==> config.mk <==
export PLATFORM = sky130hd
export DESIGN_NAME = uart_echo
export DESIGN_NICKNAME = d
export VERILOG_FILES = /design/src/rtl/uart_echo.sv
export SDC_FILE = /design/constraint.sdc
export NUM_CORES = 1
export LEC_CHECK = 0
export CORE_MARGIN = 2
export CORE_UTILIZATION = 40
export CTS_CLUSTER_DIAMETER = 60
export DETAILED_ROUTE_END_ITERATION = 10
export SYNTH_ARGS = -nofsm -noshare
export SYNTH_HDL_FRONTEND = slang
export SYNTH_SLANG_ARGS = --single-unit
==> constraint.sdc <==
create_clock -name clk -period 3.1 [get_ports clk]
set_input_delay 0.465 -clock clk [delete_from_list [all_inputs] [get_ports clk]]
set_output_delay 0.465 -clock clk [all_outputs]
set_load 0.005 [all_outputs]
==> src/rtl/uart_echo.sv <==
`default_nettype none
// ============================================================================
//  Module   : uart_echo
//  Purpose  : Byte-echo responder. Every byte delivered by the UART receiver
//             is queued in a small circular FIFO and handed back to the UART
//             transmitter in order, one frame at a time, paced by the
//             transmitter's done tick. Dropped bytes (FIFO full, no pop in the
//             same cycle) are flagged with a sticky overrun bit and counted.
//  Revision : 1.0 - initial release
// ----------------------------------------------------------------------------
//  Parameters
//    FIFO_AW       FIFO address width; depth = 2**FIFO_AW
//  Ports
//    clk           in   system clock, rising edge
//    reset         in   asynchronous active-high reset
//    rx_done_tick  in   one-cycle pulse, rx_dout valid in that cycle
//    rx_dout       in   [7:0] received byte
//    tx_done_tick  in   one-cycle pulse when the transmitter's stop bit ends
//    ovr_clr       in   synchronous clear of overrun / ovr_count
//    tx_start      out  one-cycle pulse starting a transmitter frame
//    tx_din        out  [7:0] byte to transmit, held until tx_done_tick
//    fifo_empty    out  FIFO holds no entries
//    fifo_full     out  FIFO holds 2**FIFO_AW entries
//    overrun       out  sticky, set when a received byte was dropped
//    ovr_count     out  [7:0] dropped-byte count, saturates at 255
//  Build option
//    UART_ECHO_UPPER_EN  when defined, lowercase ASCII (a-z) is echoed as
//                        uppercase; the FIFO always stores raw bytes
// ============================================================================
module uart_echo #(
    parameter int FIFO_AW = 3
) (
    input  logic       clk,
    input  logic       reset,
    input  logic       rx_done_tick,
    input  logic [7:0] rx_dout,
    input  logic       tx_done_tick,
    input  logic       ovr_clr,
    output logic       tx_start,
    output logic [7:0] tx_din,
    output logic       fifo_empty,
    output logic       fifo_full,
    output logic       overrun,
    output logic [7:0] ovr_count
);

    localparam int c_depth = 1 << FIFO_AW;

    typedef enum logic [1:0] {
        ST_IDLE  = 2'd0,
        ST_START = 2'd1,
        ST_BUSY  = 2'd2
    } state_t;

    state_t             r_state;
    state_t             w_state_nxt;

    logic [7:0]         r_mem [c_depth];
    logic [FIFO_AW:0]   r_wr_ptr;
    logic [FIFO_AW:0]   r_rd_ptr;
    logic [7:0]         r_tx_din;
    logic               r_overrun;
    logic [7:0]         r_ovr_count;

    logic               w_empty;
    logic               w_full;
    logic               w_pop;
    logic               w_push;
    logic               w_drop;
    logic [7:0]         w_head;
    logic [7:0]         w_load_byte;

    // The extra pointer MSB distinguishes full from empty when the address
    // bits coincide.
    assign w_empty = (r_wr_ptr == r_rd_ptr);
    assign w_full  = (r_wr_ptr[FIFO_AW] != r_rd_ptr[FIFO_AW]) &&
                     (r_wr_ptr[FIFO_AW-1:0] == r_rd_ptr[FIFO_AW-1:0]);

    // Pop only from IDLE; a pop never bypasses an empty FIFO, so a byte always
    // spends at least one cycle in storage.
    assign w_pop  = (r_state == ST_IDLE) && !w_empty;
    // A same-cycle pop frees the slot, so a push into a full FIFO is accepted.
    assign w_push = rx_done_tick && (!w_full || w_pop);
    assign w_drop = rx_done_tick && w_full && !w_pop;

    assign w_head = r_mem[r_rd_ptr[FIFO_AW-1:0]];

`ifdef UART_ECHO_UPPER_EN
    always_comb begin
        w_load_byte = w_head;
        if ((w_head >= 8'h61) && (w_head <= 8'h7A)) begin
            w_load_byte = w_head & 8'hDF;
        end
    end
`else
    assign w_load_byte = w_head;
`endif

    // Storage array carries no reset; validity is tracked by the pointers.
    always_ff @(posedge clk) begin
        if (w_push) begin
            r_mem[r_wr_ptr[FIFO_AW-1:0]] <= rx_dout;
        end
    end

    always_ff @(posedge clk or posedge reset) begin
        if (reset) begin
            r_wr_ptr <= '0;
            r_rd_ptr <= '0;
            r_tx_din <= 8'h00;
        end else begin
            if (w_push) begin
                r_wr_ptr <= r_wr_ptr + 1'b1;
            end
            if (w_pop) begin
                r_rd_ptr <= r_rd_ptr + 1'b1;
                r_tx_din <= w_load_byte;
            end
        end
    end

    always_ff @(posedge clk or posedge reset) begin
        if (reset) begin
            r_state <= ST_IDLE;
        end else begin
            r_state <= w_state_nxt;
        end
    end

    always_comb begin
        w_state_nxt = r_state;
        case (r_state)
            ST_IDLE:  if (!w_empty) w_state_nxt = ST_START;
            ST_START: w_state_nxt = ST_BUSY;
            ST_BUSY:  if (tx_done_tick) w_state_nxt = ST_IDLE;
            default:  w_state_nxt = ST_IDLE;
        endcase
    end

    // Clear takes priority over a coincident drop.
    always_ff @(posedge clk or posedge reset) begin
        if (reset) begin
            r_overrun   <= 1'b0;
            r_ovr_count <= 8'h00;
        end else if (ovr_clr) begin
            r_overrun   <= 1'b0;
            r_ovr_count <= 8'h00;
        end else if (w_drop) begin
            r_overrun <= 1'b1;
            if (r_ovr_count != 8'hFF) begin
                r_ovr_count <= r_ovr_count + 8'h01;
            end
        end
    end

    assign tx_start   = (r_state == ST_START);
    assign tx_din     = r_tx_din;
    assign fifo_empty = w_empty;
    assign fifo_full  = w_full;
    assign overrun    = r_overrun;
    assign ovr_count  = r_ovr_count;

endmodule
`default_nettype wire

After elaboration in Yosys (flattened, before gate mapping)
Memory sizes are Yosys's and may differ from the RTL's. A register that Yosys moved wholly into a read port is not among the register bits.
Index checks and enable logic that the tools add are counted.
{"block": "totals", "mem_count": 1, "output_inout_bits": 20, "ramBits": 64, "regBits": 19, "in_bits": 13}
{"name": "r_mem", "words": 8, "word_bits": 8, "rd": 1, "rd_clocked_by_memory_dff": 1, "wr": 1, "line": "58", "text": "logic [7:0] r_mem [c_depth];"}
{"block": "op_classes", "muxes": 10, "n_reduce_logical": 14, "addsub": 3, "n_eq_ne": 8}
{"cell": "2-to-1 mux 8 bit", "count": 3}
{"cell": "adder 4 x 1 -> 4 bit (second input constant)", "count": 2}
{"cell": "adder 8 x 1 -> 8 bit (second input constant)", "count": 1}
{"cell": "!= test 8 bit (second input constant)", "count": 1}
{"cell": "one-hot mux 2 bit (3 select lines)", "count": 1}
{"cell": "logical AND 1 bit", "count": 5}
{"cell": "equality test 4 bit", "count": 1}
{"cell": "2-to-1 mux 1 bit", "count": 4}
{"cell": "2-to-1 mux 2 bit", "count": 2}
{"cell": "!= test 2 bit (second input constant)", "count": 2}
{"cell": "AND reduction 2 bit", "count": 2}
{"cell": "nonzero test 2 bit", "count": 2}
{"cell": "equality test 3 bit", "count": 1}
{"cell": "logical NOT 1 bit", "count": 3}
{"cell": "equality test 2 x 1 -> 1 bit (second input constant)", "count": 1}
{"cell": "equality test 2 bit (second input constant)", "count": 1}
{"cell": "logical NOT 2 bit", "count": 1}
{"cell": "logical OR 1 bit", "count": 1}
{"cell": "!= test 1 bit", "count": 1}

Logic depth before layout (Yosys ltp)
{"block": "depth", "word_depth": 7, "depth_mapped": 7, "mapped_depth_nobuf": 5}

Least setup slack after synthesis
Ideal clock, no wire load.
{"block": "synth_path", "kind": "register to register", "startpoint": "register r_wr_ptr[2]", "endpoint": "memory r_mem[0][0] (enable)", "synth_period_minus_slack_ns": 2.295, "slack_ns": 0.805, "t_arrival_ns": 1.901, "t_required_ns": 2.705, "setup_ns": 0.395, "path_stages_with_launch": 6, "cell_sequence": "dfrtp_1 > clkbuf_1 > xor2_1 > or3_4 > o21ai_2 > nor4_1"}
{"block": "synth_via", "elab_chain_cells": 7, "elab_cells_between_ends": 10}
{"item": "start, declared", "line": "59", "text": "logic [FIFO_AW:0] r_wr_ptr;"}
{"item": "start signal, assigned", "line": "113", "text": "r_wr_ptr <= r_wr_ptr + 1'b1;"}
{"item": "equality test 4 bit / equality test 3 bit (equally long branches)", "line": "75, 77"}
{"item": "logical NOT 1 bit / logical AND 1 bit (equally long branches)"}
{"item": "logical AND 1 bit / logical NOT 1 bit (equally long branches)", "line": "81, 83"}
{"item": "logical OR 1 bit", "line": "83", "text": "assign w_push = rx_done_tick && (!w_full || w_pop);"}
{"item": "logical AND 1 bit", "line": "83"}
{"item": "2-to-1 mux 1 bit", "line": "101", "text": "if (w_push) begin"}
{"item": "2-to-1 mux 1 bit (not written as such)", "line": "102", "text": "r_mem[r_wr_ptr[FIFO_AW-1:0]] <= rx_dout;"}
{"item": "end, declared", "line": "58"}
Parallel ways exist; a longest one is shown, timed or not.

Final worst setup path
{"block": "layout_path", "startpoint": "register r_wr_ptr[1]", "endpoint": "output fifo_empty"}
{"block": "layout_via", "elab_chain_cells": 1}
{"item": "equality test 4 bit", "line": "75", "text": "assign w_empty = (r_wr_ptr == r_rd_ptr);"}
{"item": "end, declared", "line": "41", "text": "output logic fifo_empty,"}
No other way between the ends.

==> key figures <==
Yosys
  – Flops & latches, synth: 91
  – Post-synth top area share: 0.507
  – Top FF cell, synth: edfxtp_1
  – Syn Std Cell Area: 3790 µm²
  – FFs w/ async S/R, synth: 0.297
  – Mapped Cells: 230
  – Syn nets: between 200 and 250
  – Cell variety after synth: 42
  – Post-synthesis sequential area ratio: 0.686
  – Syn_area_per_cell: about 16 µm²
  – Synth area leaders: edfxtp_1 (51%), dfrtp_1 (18%), mux4_2 (9.5%)
  – EDFF count, synth: between 60 and 70
  – Ys Warns: 0
  – Most frequent cell after synthesis: edfxtp_1
  – Post-synth top area cell: edfxtp_1
  – Commonest cells in the netlist: edfxtp_1 (64), dfrtp_1 (27), mux4_2 (16)

Placement
  – PortBufs: 32
  – Placed Instance Area: about 4300 µm²
  – Place WS: 0.523 ns
  – Dpl cells: 374
  – Dpl hpwl: between 4 and 5 mm
  – Placer Congestion: 0.799

Worst setup path
  – Critical Path AT: around 2.3 ns
  – Worst R2R Setup Slack: around 0.53 ns
  – Worst Path Required: between 2 and 3 ns
  – FF-to-FF path depth: 5
  – Crit path depth: 5
  – Slowest stage delay, CP: slightly above 0.5 ns
  – Worst path slowest cell: clkdlybuf4s50_1
  – CP endpoint kind: output port
  – CP Launch Type: flop
  – CP max FO: 11
  – Largest delay contributor family on the critical path: buffers and inverters
  – Worst Setup Path Type: flop to output port
  – CP bufs+invs: 2
  – Crit path cell chain: xor2_1 -> or3_4 -> buf_4 -> nor2_1 -> clkdlybuf4s50_1

Timing
  – Clock Skew: approximately 0.013 ns
  – Final period util: 0.878
  – Final hold vios: 0
  – Final setup vio count: 0
  – RSZ-0062 raised after global routing: no
  – Fin Setup TNS: 0 ns
  – Final Critical Period: 2.72 ns
  – Slew HR: 0.328
  – Slew Viols, Final: 0
  – Tightest Pin Transition: about 1 ns
  – Setup WS post-layout: ~0.38 ns
  – Peak Freq: between 0.3 and 0.4 GHz
  – Worst Hold Slack: 0.467 ns

Clock tree
  – Root buffer cell: clkbuf_8
  – H-tree depth: 3
  – Setup Buffers After CTS: 0
  – Clk_lat worst skew: about 0.36 ns
  – CTS clk-pin slew, worst paths: 0.10 ns
  – CTS Sinks: 91
  – CTS Hold Bufs: 0
  – TritonCTS clock tree: done
  – Num CTS Buffers: 9
  – Post-CTS sizing: 0
  – Max Buffers Root-to-Sink: 2

Global route
  – GRT Overall Usage: 0.152
  – Vias in the first global route: ~2100
  – Largest net degree at the start of global routing: 28
  – Global-route wire length before repair: around 11 mm
  – Total grt overflow: 0
  – Initial antenna violation count: 0

Drt
  – Residual DRC: 0
  – Wire length per cell: about 19 µm
  – DR iter-0 viols: ~120
  – Post-Route WL: ~7.2 mm
  – Via/cell ratio: between 5 and 6
  – Final ANT Viol Nets: 0
  – Vias: 2100
  – Pre-Repair DR Iteration Count: 5

Cells and area
  – Layout cells sized above 1: 0.183
  – Synthesis-to-layout area growth: 18.2%
  – Number of diodes: 0
  – Final instance area: about 4500 µm²
  – Final Util: 0.487
  – Nets: 290
  – Cell Count, Final, Fillers Out: 390

Power
  – P per Cell Area: a little under 900 nW/µm²
  – Post-route total power: around 4 mW
  – Worst VDD drop: between 300 and 400 µV
  – Pleak: 1.61 nW

Die
  – IO Count: 33
  – Chip width: 101 µm
  – Std cell rows: 35
  – Initial core utilization: 0.412
  – Die H: about 100 µm
  – Core area: a little over 9000 µm²
  – Die Area: roughly 10000 µm²

Min path
  – HP Class: input pin to asynchronous set/reset pin

Run status
  – Status: finished, final reports clean

Job
  – Maxcap violations: 0
-- metal layers --
metal	share of wire	vias to the layer above	GRT usage	wire length, µm
li1	-	989	-	-
met1	0.47	1056	0.210	3410
met2	0.49	48	0.241	3530
met3	0.029	7	0.0352	206
met4	0.010	0	0.0499	74
met5	0	-	0	0
-- layout by cell type, fill, tap and decap left out, types with 4 or more instances in the layout --
| cell type | n |
|---|---|
| buf_4 | 12 |
| dfrtp_1 | 27 |
| nor3_1 | 6 |
| o21ai_0 | 5 |
| edfxtp_1 | 64 |
| mux4_2 | 16 |
| mux2i_1 | 8 |
| xor2_1 | 6 |
| a311oi_1 | 4 |
| nand2_1 | 13 |
| nor2_1 | 9 |
| o21ai_1 | 4 |
| clkdlybuf4s50_1 | 32 |
| and2_1 | 4 |
| inv_1 | 4 |
| nor2b_1 | 4 |
| xnor2_1 | 5 |
| clkbuf_8 | 9 |
-- cells by family (layout without fill, tap and decap cells) --
logic type	after synthesis	count (layout)	synth area share
flops	91	91	0.686
simple gates	56	56	0.0823
compound gates	27	27	0.0492
mux	27	27	0.125
buf+inv	15	64	0.0221
xor+xnor	11	11	0.0254
fa+ha+maj	3	3	0.00991
-- report_power, final --
group	leakage [nW]	total [mW]	internal (mW)	switching [mW]
sequential	0.924	1.71	1.57	0.144
combinational	0.578	1.41	0.674	0.740
clock	0.103	0.820	0.383	0.436
-- flip-flops by register name, indices dropped and copies added, names as in the netlist --
register,cells
r_wr_ptr,4
r_rd_ptr,4
overrun,1
ovr_count,8
r_state,2
r_mem,64
tx_din,8
-- path summary, 6_finish.rpt --
| check | start | end |
|---|---|---|
| setup / recovery | r_wr_ptr[1]$_DFFE_PP0P_ | fifo_empty |
| hold / removal | reset | tx_din[6]$_DFFE_PP0P_ |
| setup reg to reg | r_wr_ptr[0]$_DFFE_PP0P_ | r_mem[5][0]$_DFFE_PP_ |
| hold reg to reg | tx_din[4]$_DFFE_PP0P_ | tx_din[4]$_DFFE_PP0P_ |
| max in group asynchronous | reset | ovr_count[5]$_DFFE_PP0P_ |
| min in group clk | tx_din[4]$_DFFE_PP0P_ | tx_din[4]$_DFFE_PP0P_ |
-- layout make-up --
| type | count | area, µm² |
|---|---|---|
| clock buffers | 10 | 128 |
| clock inverters | 6 | 72.6 |
| fillers | 801 | 4720 |
| inverters | 4 | 15.0 |
| multi-input cells | 124 | 1110 |
| flip-flops and latches | 91 | 2600 |
| well taps | 111 | 139 |
| repair buffers | 44 | 410 |
-- worst min-delay path, cell delays in order --
cell and delay, ns:
clkdlybuf4s50_1 0.40, inv_1 0.05, buf_4 0.33
No activity file was read; power rests on OpenSTA's default activity.
==> variant, RTL diff (same settings) <==
Build with the macro `UART_ECHO_UPPER_EN` defined.
--- a/src/rtl/uart_echo.sv
+++ b/src/rtl/uart_echo.sv
@@ -27,6 +27,8 @@
 //    UART_ECHO_UPPER_EN  when defined, lowercase ASCII (a-z) is echoed as
 //                        uppercase; the FIFO always stores raw bytes
 // ============================================================================
+`define UART_ECHO_UPPER_EN
+
 module uart_echo #(
     parameter int FIFO_AW = 3
 ) (
Function: changed (Yosys sat finds a counterexample within 4 cycles, from zero or initial values and one cycle with reset high).
==> variant against the original RTL <==
Cell area up 0.48%; sequential cell count is the same; area after synthesis increased by 1.6%; highest routed layer unchanged; setup slack gained 0.33 ns; register-to-register slack improved by 0.38 ns; largest power group unchanged; total power fell by 4.2%; clock power shrank 12%; routed wire length is 5.3% lower.
==> variant: results (changes against the original RTL) <==
First-pass GRT wire length -> 10,950 µm (-3.6%)
Post-CTS sizing -> 0 (unchanged)
Skew-Pair Late Insertion Delay -> 0.35 ns
CP Max Fanout -> 9 (-2)
Vias in the first global route -> 2,010 (-2.2%)
Total CTS buffers -> 9 (unchanged)
GR Layer Usage met3 -> 0.03078 (-0.004417)
Max-slew headroom -> 0.6034 (+0.2756)
Slowest stage delay, CP -> 0.54 ns (+0.03 ns)
DR iter-0 viols -> 65 (-45%)
Initial antenna violation count -> 0 (unchanged)
Syn Inst Count -> 232 (+0.87%)
Drt pass-1 iters -> 4 (-1)
Status -> completed
Switching Share -> 0.3280 (-0.006345)
Post-place instance area -> 4320 µm² (+1.1%)
Synth cell types -> 39 (-7.1%)
PortBufs -> 32 (unchanged)
Top post-synthesis cells by area -> edfxtp_1, dfrtp_1, mux4_2
CP arrival -> 1.93 ns (-0.33 ns)
Sequential share of the synthesized area -> 0.6751 (-0.01071)
Reg2reg setup slack -> 0.91 ns (+0.38 ns)
Total GRT Usage -> 0.1432 (-0.008927)
Class of the worst hold path -> input pin to async pin
Critical Path Sink -> fifo_full
Dpl cells -> 392 (+4.8%)
Total wire length -> 6835 µm (-5.3%)
Final Non-Filler Cells -> 408 (+4.6%)
Global Route met2 Usage -> 0.2196 (-0.02132)
Reg-to-reg critical path endpoint -> r_mem[7][0]
Critical path's top delay family -> buffers and inverters
Post-DP HPWL -> 4572 µm (-3.2%)
Bufs on Longest Clock Path -> 2 (unchanged)
Met1 usage -> 0.2020 (-0.007745)
Commonest cells post-synth -> edfxtp_1, dfrtp_1, nand2_1
Ratio of cells with drive above 1 in the final layout -> 0.1792 (-0.003584)
GPL Wtd Cong -> 0.7335 (-8.2%)
Static Leak -> 1.641 nW (+2.2%)
Setup Skew -> 0.01650 ns (+0.003752 ns)
Mapped Nets -> 248 (+0.81%)
Vias/cell -> 4.978 (-7.6%)
VDD IR max -> 0.3831 mV (+3.2%)
Setup Buffers After CTS -> 0 (unchanged)
-- variant: changes by cell type after synthesis, moves of 4 or more --
cell and change:
mux4_1 +5, mux4_2 -5, a311oi_1 -4, nand2_1 +4, nor2_1 +4, o21ai_1 -4
xor2_1 -4
-- variant: worst min path at each step --
stage	startpoint	to	slack, ns
finish	reset	tx_din[7]	0.48
global route	reset	tx_din[7]	0.52
CTS	reset	tx_din[6]	0.48
detailed placement	tx_din[3]	tx_din[3]	0.47
global placement	tx_din[7]	tx_din[7]	0.46
floorplan	tx_din[0]	tx_din[0]	0.47
-- variant: metrics by stage --
step | setup slack (ns) | utilization | total power [mW]
after floorplan | 0.7006 | - | 2.718
after global placement | 0.8262 | 0.4654 | 3.091
after detailed placement | 0.7896 | 0.4654 | 3.114
after CTS | 0.6699 | 0.4844 | 3.847
after global routing | 0.6147 | 0.4844 | 4.045
final | 0.7065 | 0.4844 | 3.782
-- variant: power groups by stage --
stage	clock [mW]	combinational [mW]	sequential [mW]
3_5_place_dp	0	1.36	1.75
2_1_floorplan	0	1.03	1.69
3_3_place_gp	0	1.34	1.75
6_report	0.720	1.34	1.72
4_1_cts	0.753	1.37	1.73
5_1_grt	0.799	1.49	1.76
-- variant: layer usage --
metal,vias up,wire length [µm]
met1,1023,3347
met4,0,87
met2,36,3164
met5,-,0
met3,10,235
li1,962,-
-- variant: logic make-up after synthesis --
group                      synth area share
and+or+nand+nor                     0.08846
AOI/OAI and AO/OA                   0.02342
buffers and inverters               0.02861
muxes                                0.1415
DFF                                  0.6751
xor gates and xnor gates            0.03317
adders and majority gates          0.009757
-- variant: layout make-up --
type	count	area, µm²
fill	813	4787
sequential	91	2597
multi-input combinational	125	1140
timing repair buffer	44	410.4
tap	129	161.4
clock buffer	10	127.6
clock inverter	6	48.80
inverter	3	11.26
-- variant: tightest hold or removal path: cells and delay by family --
family   cells  cell delay (ns)
buf+inv      3             0.78
